--- config.mk ---
export PLATFORM = sky130hd
export DESIGN_NAME = aes_result_drain
export DESIGN_NICKNAME = d
export VERILOG_FILES = /design/src/rtl/aes_result_drain.sv
export SDC_FILE = /design/constraint.sdc
export NUM_CORES = 1
export LEC_CHECK = 0
export ABC_CLOCK_PERIOD_IN_PS = 2380
export CORE_MARGIN = 2
export CORE_UTILIZATION = 54
export CTS_BUF_LIST = sky130_fd_sc_hd__clkbuf_8 sky130_fd_sc_hd__clkbuf_16
export CTS_CLUSTER_DIAMETER = 40
export DETAILED_ROUTE_END_ITERATION = 8
export MAX_ROUTING_LAYER = met4
export PLACE_DENSITY_LB_ADDON = 0.2
export SYNTH_ARGS = -nofsm -noshare
export SYNTH_HDL_FRONTEND = slang
export SYNTH_SLANG_ARGS = --single-unit
--- constraint.sdc ---
create_clock -name clk_in -period 2.38 [get_ports clk_in]
set_input_delay 0.595 -clock clk_in [delete_from_list [all_inputs] [get_ports clk_in]]
set_output_delay 0.595 -clock clk_in [all_outputs]
set_load 0.01 [all_outputs]
--- src/rtl/aes_result_drain.sv ---
// -----------------------------------------------------------------------------
// aes_result_drain
//
// Reads AES result words out of the shared scratch memory, starting at
// OUT_BASE_ADDR and stopping at the SENTINEL word (or after MAX_WORDS reads).
// The words go out in address order on a valid/ready stream. m_last_out marks
// the final word. A done pulse follows, and word_count_out reports how many
// words were emitted.
//
// Ports:
//   clk_in          - single clock
//   rst_in          - asynchronous active-low reset
//   start_in        - begin draining (sampled only while idle)
//   mem_rd_addr_out - registered scratch-memory read address (10b)
//   mem_data_in     - scratch-memory read data, RD_LATENCY+1 edges after addr
//   m_data_out      - stream data
//   m_valid_out     - stream valid
//   m_ready_in      - stream ready
//   m_last_out      - final result word, qualified by m_valid_out
//   busy_out        - high whenever not idle
//   done_out        - one-cycle pulse when draining ends
//   word_count_out  - words emitted by the last drain
//   overflow_out    - sticky: MAX_WORDS read without a sentinel
// -----------------------------------------------------------------------------
module aes_result_drain #(
  parameter int unsigned OUT_BASE_ADDR = 257,
  parameter int unsigned MAX_WORDS     = 256,
  parameter int unsigned RD_LATENCY    = 2,
  parameter logic [31:0] SENTINEL      = 32'hDEADBEEF
) (
  input  logic        clk_in,
  input  logic        rst_in,
  input  logic        start_in,
  output logic [9:0]  mem_rd_addr_out,
  input  logic [31:0] mem_data_in,
  output logic [31:0] m_data_out,
  output logic        m_valid_out,
  input  logic        m_ready_in,
  output logic        m_last_out,
  output logic        busy_out,
  output logic        done_out,
  output logic [9:0]  word_count_out,
  output logic        overflow_out
);

  typedef enum logic [2:0] {
    S_IDLE, S_RD, S_WAIT, S_CHK, S_PRESENT, S_DONE
  } state_e;

  localparam int             LAT_W    = (RD_LATENCY > 1) ? $clog2(RD_LATENCY) : 1;
  localparam logic [9:0]     BASE     = 10'(OUT_BASE_ADDR);
  localparam logic [9:0]     MAX_PTR  = 10'(MAX_WORDS);
  localparam logic [LAT_W-1:0] LAT_LAST = LAT_W'((RD_LATENCY == 0) ? 0 : RD_LATENCY - 1);

  state_e             state_q, state_d;
  logic [9:0]         ptr_q, ptr_d;
  logic [31:0]        hold_q, hold_d;
  logic               hold_v_q, hold_v_d;
  logic [31:0]        look_q, look_d;
  logic [LAT_W-1:0]   lat_cnt_q, lat_cnt_d;
  logic [9:0]         count_q, count_d;
  logic [9:0]         addr_q, addr_d;
  logic [31:0]        data_q, data_d;
  logic               valid_q, valid_d;
  logic               last_q, last_d;
  logic               busy_q, busy_d;
  logic               done_q, done_d;
  logic [9:0]         wcount_q, wcount_d;
  logic               ovf_q, ovf_d;
  logic               end_path;

  always_comb begin
    // NOTE: every signal gets a default here so no path can infer a latch.
    state_d   = state_q;
    ptr_d     = ptr_q;
    hold_d    = hold_q;
    hold_v_d  = hold_v_q;
    look_d    = look_q;
    lat_cnt_d = lat_cnt_q;
    count_d   = count_q;
    addr_d    = addr_q;
    data_d    = data_q;
    valid_d   = valid_q;
    last_d    = last_q;
    done_d    = 1'b0;
    wcount_d  = wcount_q;
    ovf_d     = ovf_q;
    end_path  = 1'b0;

    case (state_q)
      S_IDLE: begin
        if (start_in) begin
          ptr_d    = '0;
          hold_v_d = 1'b0;
          count_d  = '0;
          ovf_d    = 1'b0;
          state_d  = S_RD;
        end
      end
      S_RD: begin
        if (ptr_q == MAX_PTR) begin
          // Read budget exhausted: finish as if the sentinel had been seen.
          ovf_d    = 1'b1;
          end_path = 1'b1;
        end else begin
          addr_d    = BASE + ptr_q;
          lat_cnt_d = '0;
          state_d   = (RD_LATENCY == 0) ? S_CHK : S_WAIT;
        end
      end
      S_WAIT: begin
        lat_cnt_d = lat_cnt_q + 1'b1;
        if (lat_cnt_q == LAT_LAST) state_d = S_CHK;
      end
      S_CHK: begin
        if (mem_data_in == SENTINEL) begin
          end_path = 1'b1;
        end else if (!hold_v_q) begin
          // First word: park it until its successor is known.
          hold_d   = mem_data_in;
          hold_v_d = 1'b1;
          ptr_d    = ptr_q + 1'b1;
          state_d  = S_RD;
        end else begin
          // Successor is real data, so the held word is not the last one.
          look_d  = mem_data_in;
          ptr_d   = ptr_q + 1'b1;
          data_d  = hold_q;
          last_d  = 1'b0;
          valid_d = 1'b1;
          state_d = S_PRESENT;
        end
      end
      S_PRESENT: begin
        if (m_ready_in) begin
          valid_d = 1'b0;
          last_d  = 1'b0;
          count_d = count_q + 1'b1;
          if (last_q) begin
            // Count is published together with the done pulse.
            done_d   = 1'b1;
            wcount_d = count_q + 1'b1;
            state_d  = S_DONE;
          end else begin
            hold_d  = look_q;
            state_d = S_RD;
          end
        end
      end
      S_DONE: begin
        state_d = S_IDLE;
      end
      default: begin
        state_d = S_IDLE;
      end
    endcase

    // Shared end-of-result path (sentinel found or read budget exhausted).
    if (end_path) begin
      if (hold_v_q) begin
        data_d  = hold_q;
        last_d  = 1'b1;
        valid_d = 1'b1;
        state_d = S_PRESENT;
      end else begin
        done_d   = 1'b1;
        wcount_d = count_q;
        state_d  = S_DONE;
      end
    end

    busy_d = (state_d != S_IDLE);
  end

  // NOTE: sequential state uses non-blocking assignments only; the datapath
  // registers (hold, look) are reset too, since reset must clear everything.
  always_ff @(posedge clk_in or negedge rst_in) begin
    if (!rst_in) begin
      state_q   <= S_IDLE;
      ptr_q     <= '0;
      hold_q    <= '0;
      hold_v_q  <= 1'b0;
      look_q    <= '0;
      lat_cnt_q <= '0;
      count_q   <= '0;
      addr_q    <= '0;
      data_q    <= '0;
      valid_q   <= 1'b0;
      last_q    <= 1'b0;
      busy_q    <= 1'b0;
      done_q    <= 1'b0;
      wcount_q  <= '0;
      ovf_q     <= 1'b0;
    end else begin
      state_q   <= state_d;
      ptr_q     <= ptr_d;
      hold_q    <= hold_d;
      hold_v_q  <= hold_v_d;
      look_q    <= look_d;
      lat_cnt_q <= lat_cnt_d;
      count_q   <= count_d;
      addr_q    <= addr_d;
      data_q    <= data_d;
      valid_q   <= valid_d;
      last_q    <= last_d;
      busy_q    <= busy_d;
      done_q    <= done_d;
      wcount_q  <= wcount_d;
      ovf_q     <= ovf_d;
    end
  end

  assign mem_rd_addr_out = addr_q;
  assign m_data_out      = data_q;
  assign m_valid_out     = valid_q;
  assign m_last_out      = last_q;
  assign busy_out        = busy_q;
  assign done_out        = done_q;
  assign word_count_out  = wcount_q;
  assign overflow_out    = ovf_q;

endmodule

==> results.py, run 1 <==
metrics = {
    "detailed_routing": {
        "first_pass_iters": 5,
        "drtAntennaViolNets": 0,
        "via_per_inst": 6.01,
        "wl_per_cell_um": 18.6,
        "drcViolationCount": 0,
        "vias": 5029,
        "finalWirelength_um": 15500,
        "drt_iter0_drc": 335,
    },
    "cts": {
        "worst_skew_pair.late_latency_ps": 430,
        "cts_tree": "built",
        "clkTransAtPathRegs_ps": 60,
        "ctsHoldBuffers": 0,
        "cts_buffer_depth": 2,
        "clkSinkCount": 146,
        "htreeDepth": 4,
        "post_cts_resized": 0,
        "cts.repair_timing.setup_buffer_count": 0,
        "numCtsBuffers": 17,
        "cts_root_buf": "clkbuf_16",
    },
    "global_route": {
        "grt-busiest-layer": "met2",
        "grt_pass1_wl_um": 25900,
        "grt_use_total_pct": 26.5,
        "antenna_found_initial": 0,
        "grt.met3_usage_pct": 5.42,
        "gr-total-overflow": 0,
        "first_global_vias": 5343,
        "grt_use_met2_pct": 42.6,
        "use_met1_pct": 32.9,
        "grt_max_degree": 59,
    },
    "sta": {
        "whs_ps": 95.0,
        "worst_pin_slew_ps": 437,
        "hold_viol": 0,
        "fmax_ghz": 0.435,
        "finalMaxSlewViolations": 0,
        "skew_ps": 6.59,
        "finalSetupViolations": 0,
        "fin_crit_ps": 2300,
        "max-slew-margin-rel_pct": 70.9,
        "min_period_over_period_pct": 96.5,
    },
    "critical_path": {
        "worst-r2r-setup-slack_ps": 80,
        "cp_max_fo": 33,
        "arrival_ps": 2600,
        "worstPathRequired_ps": 2690,
        "cp-end-kind": "flop",
        "critPathLaunchType": "flop",
        "critPathKind": "reg -> reg",
    },
    "placed_design": {
        "io_buffers": 92,
        "place_inst": 804,
        "gp_congestion": 0.887,
        "hpwl_um": 10200,
    },
    "yosys": {
        "netlist_area_sq_um": 6500,
        "synth.avg_cell_area_sq_um": 12.1,
        "synth_edf_count": 0,
        "synthCells": 535,
        "async_flop_share_pct": 100,
        "ys.flop_type": "dfrtp_1",
        "seq_area_frac_synth_pct": 56.2,
        "synth.net_count": 574,
        "ys_ff_latch": 146,
        "ys_types": 66,
        "yosysWarnings": 0,
    },
    "finish": {
        "antennaDiodeCount": 0,
        "nNetsFinal": 716,
        "final_cell_mix": "dfrtp_1, clkdlybuf4s50_1, buf_4, mux2_2, o2bb2ai_1",
        "area_delta_synth_final_pct": 32.2,
        "stdcell_count": 837,
        "drive_gt1_share_pct": 24.2,
        "final_common_cell": "dfrtp_1",
    },
    "pwr": {
        "pwr-share-seq_pct": 40.6,
        "power.switching_w": 0.00296,
        "p_int_w": 0.00692,
        "irDropWorstVdd_uv": 775,
        "cellPowerDensity_nw_per_um2": 1150,
        "p_leak_nw": 3.75,
        "p_clk_share_pct": 27.0,
        "power_frac_comb_pct": 32.3,
        "swShare_pct": 30.0,
    },
    "hold_path": {
        "hold_path.class": "in -> async",
    },
    "floorplanning": {
        "rows": 40,
        "die_h_um": 114,
        "start_util_pct": 54.8,
        "io_pins": 93,
        "fp.dieW_um": 114,
        "fp.coreArea_sq_um": 11900,
        "dieArea_sq_um": 12900,
    },
    "run_status": {
        "outcome": "completed",
    },
    "run": {
        "cap_violations": 0,
    },
}
[cell type report]
class                           instances  area [sq um]
Sequential cell                       146          3650
Fill cell                             800          3270
Multi-Input combinational cell        351          2690
Timing Repair Buffer                  151          1430
Clock buffer                           22           494
Tap cell                              147           184
Clock inverter                         10           106
Inverter                               10          37.5
[cell usage after synthesis (3+ instances only)]
cell type / number / area, sq um
dfrtp_1: 146 / 3650
mux2_2: 51 / 574
o2bb2ai_1: 38 / 333
a22oi_1: 32 / 240
nand2_1: 32 / 120
nor2_1: 25 / 93.8
a21oi_1: 21 / 105
clkbuf_1: 17 / 63.8
mux2_1: 16 / 180
o21ai_0: 16 / 80.1
nand3_1: 13 / 65.1
inv_1: 10 / 37.5
nor3_1: 8 / 40.0
a211o_1: 6 / 52.6
and2_1: 6 / 37.5
nand4b_1: 6 / 52.6
and3_1: 5 / 31.3
buf_2: 5 / 25.0
a21boi_0: 4 / 30.0
buf_6: 4 / 45.0
nand2b_1: 4 / 25.0
nand4_1: 4 / 25.0
o22ai_1: 4 / 25.0
o31ai_1: 4 / 30.0
and3_2: 3 / 22.5
ha_1: 3 / 37.5
mux2i_1: 3 / 30.0
o211ai_1: 3 / 22.5
o21a_1: 3 / 22.5
[cells by family after synthesis]
logic type      Yosys count  synth area share [%]
flops                   146                  56.2
compound gates          150                  17.0
fa+ha+maj                 3                 0.578
buf+inv                  38                  2.81
simple gates            126                  11.0
mux                      70                  12.1
xor+xnor                  2                 0.270
[path summary, 6_finish.rpt]
| path | start | end | depth (start not counted) |
|---|---|---|---|
| min in group clk_in | lat_cnt_q | lat_cnt_q | 1 |
| worst min register to register | lat_cnt_q | lat_cnt_q | 1 |
| max in group asynchronous | rst_in | hold_q[28] | 2 |
| worst min-delay path | rst_in | mem_rd_addr_out[7] | 1 |
| worst max-delay path | ptr_q[1] | flop | 8 |
| worst max register to register | ptr_q[1] | flop | 8 |
[worst max-delay path, stage by stage, from the launching register on]
cell and delay, ps:
dfrtp_1 420, inv_1 70, ha_1 130, or3b_2 520, nor4_4 300, buf_4 180
o21ai_4 60, buf_12 180, mux2_2 300
[stage by stage]
stage	setup WS [ps]	utilization, %	setup TNS, ps	total power [W]	cell area (sq um)
global route	-9.05	72.5	-25.7	0.0104	8590
floorplan	195	-	0	0.00569	6500
detailed placement	-314	67.3	-20070	0.00723	7990
CTS	44.3	72.4	0	0.00994	8590
global placement	-275	67.3	-19080	0.00707	7990
finish	82.3	72.5	0	0.00988	8590
[layer usage]
layer	share of wire (%)	vias up
met2	50	151
met1	43	2546
li1	-	2302
met3	4.7	30
met5	0	-
met4	2.1	0
[power by group through the flow]
stage,clock network (W),registers [W],logic [W]
final,0.00267,0.00402,0.00319
after global routing,0.00281,0.00413,0.00348
after CTS,0.00271,0.00401,0.00322
after detailed placement,0,0.00404,0.00319
after global placement,0,0.00398,0.00309
after floorplan,0,0.00405,0.00165
(Power assumes the default switching activity.)
==> run 2, diff against run 1 <==
Settings changed: CORE_MARGIN 2 to 1.5.
==> run 2 against run 1 <==
Against the previous run: count of clock-buffer cells in the layout fell by 5; total power up 6.8%; final cell count is 0.48% lower; sequential share of layout area decreased by 0.61 points; fmax about the same; flip-flop and latch count is the same; sequential power hardly changed; critical path type is now in -> reg.
==> results.py, run 2 (synthesized netlist as in run 1, its figures left out) <==
metrics = {
    "run_status": {
        "outcome": "completed",
    },
    "detailed_routing": {
        "wl_per_cell_um": 18.7,
        "via_per_inst": 6.04,
        "drtAntennaViolNets": 0,
        "drt_iter0_drc": 286,
        "drcViolationCount": 0,
        "first_pass_iters": 5,
        "finalWirelength_um": 15600,
        "vias": 5028,
    },
    "finish": {
        "regArea_sq_um": 3650,
        "final_common_cell": "dfrtp_1",
        "drive_gt1_share_pct": 24.3,
        "multi_input_area_sq_um": 2690,
        "final_cell_mix": "dfrtp_1, clkdlybuf4s50_1, buf_4, mux2_2, o2bb2ai_1",
        "antennaDiodeCount": 0,
        "nNetsFinal": 717,
        "area_delta_synth_final_pct": 34.1,
        "nFillCells": 769,
    },
    "pwr": {
        "p_clk_share_pct": 31.3,
        "pwr-share-seq_pct": 37.9,
        "cellPowerDensity_nw_per_um2": 1210,
        "power.switching_w": 0.00300,
        "p_leak_nw": 3.81,
        "irDropWorstVdd_uv": 889,
        "p_int_w": 0.00755,
        "power_frac_comb_pct": 30.7,
        "power_w": 0.0105,
        "swShare_pct": 28.5,
    },
    "placed_design": {
        "gp_congestion": 0.854,
        "hpwl_um": 10400,
        "io_buffers": 92,
        "post-place-ws_ps": -345,
    },
    "global_route": {
        "grt_max_degree": 58,
        "grt_pass1_wl_um": 26600,
        "antenna_found_initial": 0,
        "gr-total-overflow": 0,
        "first_global_vias": 5351,
        "grt_use_total_pct": 27.5,
    },
    "cts": {
        "numCtsBuffers": 17,
        "htreeDepth": 4,
        "post_cts_resized": 0,
        "clkSinkCount": 146,
        "cts_buffer_depth": 2,
        "cts_root_buf": "clkbuf_16",
        "cts.repair_timing.setup_buffer_count": 0,
        "worst_skew_pair.late_latency_ps": 420,
        "ctsHoldBuffers": 0,
        "cts_tree": "built",
        "clkTransAtPathRegs_ps": 60,
    },
    "sta": {
        "worst_pin_slew_ps": 564,
        "fin_crit_ps": 2300,
        "fmax_ghz": 0.435,
        "skew_ps": 4.99,
        "min_period_over_period_pct": 96.6,
        "layout_setup_ws_ps": 81.3,
        "hold_viol": 0,
        "max-slew-margin-rel_pct": 62.4,
        "finalSetupViolations": 0,
        "rsz0062_at_grt": "no",
        "finalMaxSlewViolations": 0,
    },
    "floorplanning": {
        "fp.dieW_um": 113,
        "dieArea_sq_um": 12700,
        "start_util_pct": 56.2,
        "rows": 39,
        "die_h_um": 113,
        "io_pins": 93,
        "fp.coreArea_sq_um": 11600,
    },
    "critical_path": {
        "worstPathRequired_ps": 2680,
        "critPathLaunch": "mem_data_in[15]",
        "cp-end-kind": "flop",
        "cp_max_fo": 7,
        "r2r_start": "ptr_q[6]",
        "critPathKind": "in -> reg",
        "critPathLaunchType": "primary input",
        "arrival_ps": 2600,
    },
    "hold_path": {
        "hold_path.class": "in -> async",
    },
    "run": {
        "cap_violations": 0,
    },
}
[run 2: final cells by class]
class / instances / area share [%]
Sequential cell: 146 / 41.9
Multi-Input combinational cell: 351 / 30.9
Timing Repair Buffer: 152 / 16.3
Clock buffer: 17 / 4.88
Clock inverter: 14 / 3.53
Tap cell: 143 / 2.05
Inverter: 10 / 0.430
[run 2: power groups by stage]
stage	Clock (W)	Sequential (W)	Combinational [W]
CTS	0.00333	0.00401	0.00326
detailed placement	0	0.00402	0.00322
global placement	0	0.00397	0.00310
finish	0.00331	0.00400	0.00324
floorplan	0	0.00405	0.00165
global route	0.00346	0.00412	0.00352
[run 2: layer usage]
metal	GRT usage, %	part of all wire [%]	vias to the layer above
met5	-	0	-
met3	5.57	4.6	42
met2	44.8	51	160
met4	12.0	2.6	0
met1	33.5	41	2523
li1	-	-	2303
[run 2: stage by stage]
stage | std cells | cell area, sq um | setup TNS [ps] | hold WS, ps | utilization, %
floorplan | 535 | 6500 | 0 | 299 | -
global placement | 802 | 7980 | -16770 | 465 | 69.0
detailed placement | 802 | 7980 | -23820 | 471 | 69.0
CTS | 833 | 8720 | 0 | 161 | 75.4
global route | 833 | 8720 | 0 | 185 | 75.4
finish | 833 | 8720 | 0 | 142 | 75.4
[run 2: worst paths after layout]
kind	to	slack [ps]	depth (start not counted)
hold / removal	mem_rd_addr_out[4]	140	1
hold reg to reg	lat_cnt_q	480	1
setup reg to reg	flop	140	6
min in group clk_in	lat_cnt_q	480	1
setup / recovery	word_count_out[6]	80	7
max in group asynchronous	done_out	1560	2
[run 2: worst max-delay path, cell delays in order]
cell and delay, ps:
clkdlybuf4s50_1 560, nand4b_1 170, nor4_2 430, nand3_1 180, buf_4 200, and2_4 170
a211o_1 300
==> run 3, diff against run 2 <==
--- a/constraint.sdc
+++ b/constraint.sdc
@@ -3,2 +3,2 @@
 set_output_delay 0.595 -clock clk_in [all_outputs]
-set_load 0.01 [all_outputs]
+set_load 0.02 [all_outputs]
==> results of run 3 <==
Same layout as run 2 (identical final DEF). Status: completed.
Among the figures that moved: total power 0.0105 W -> 0.0108 W; worst IR drop on VDD 889 uV -> 917 uV
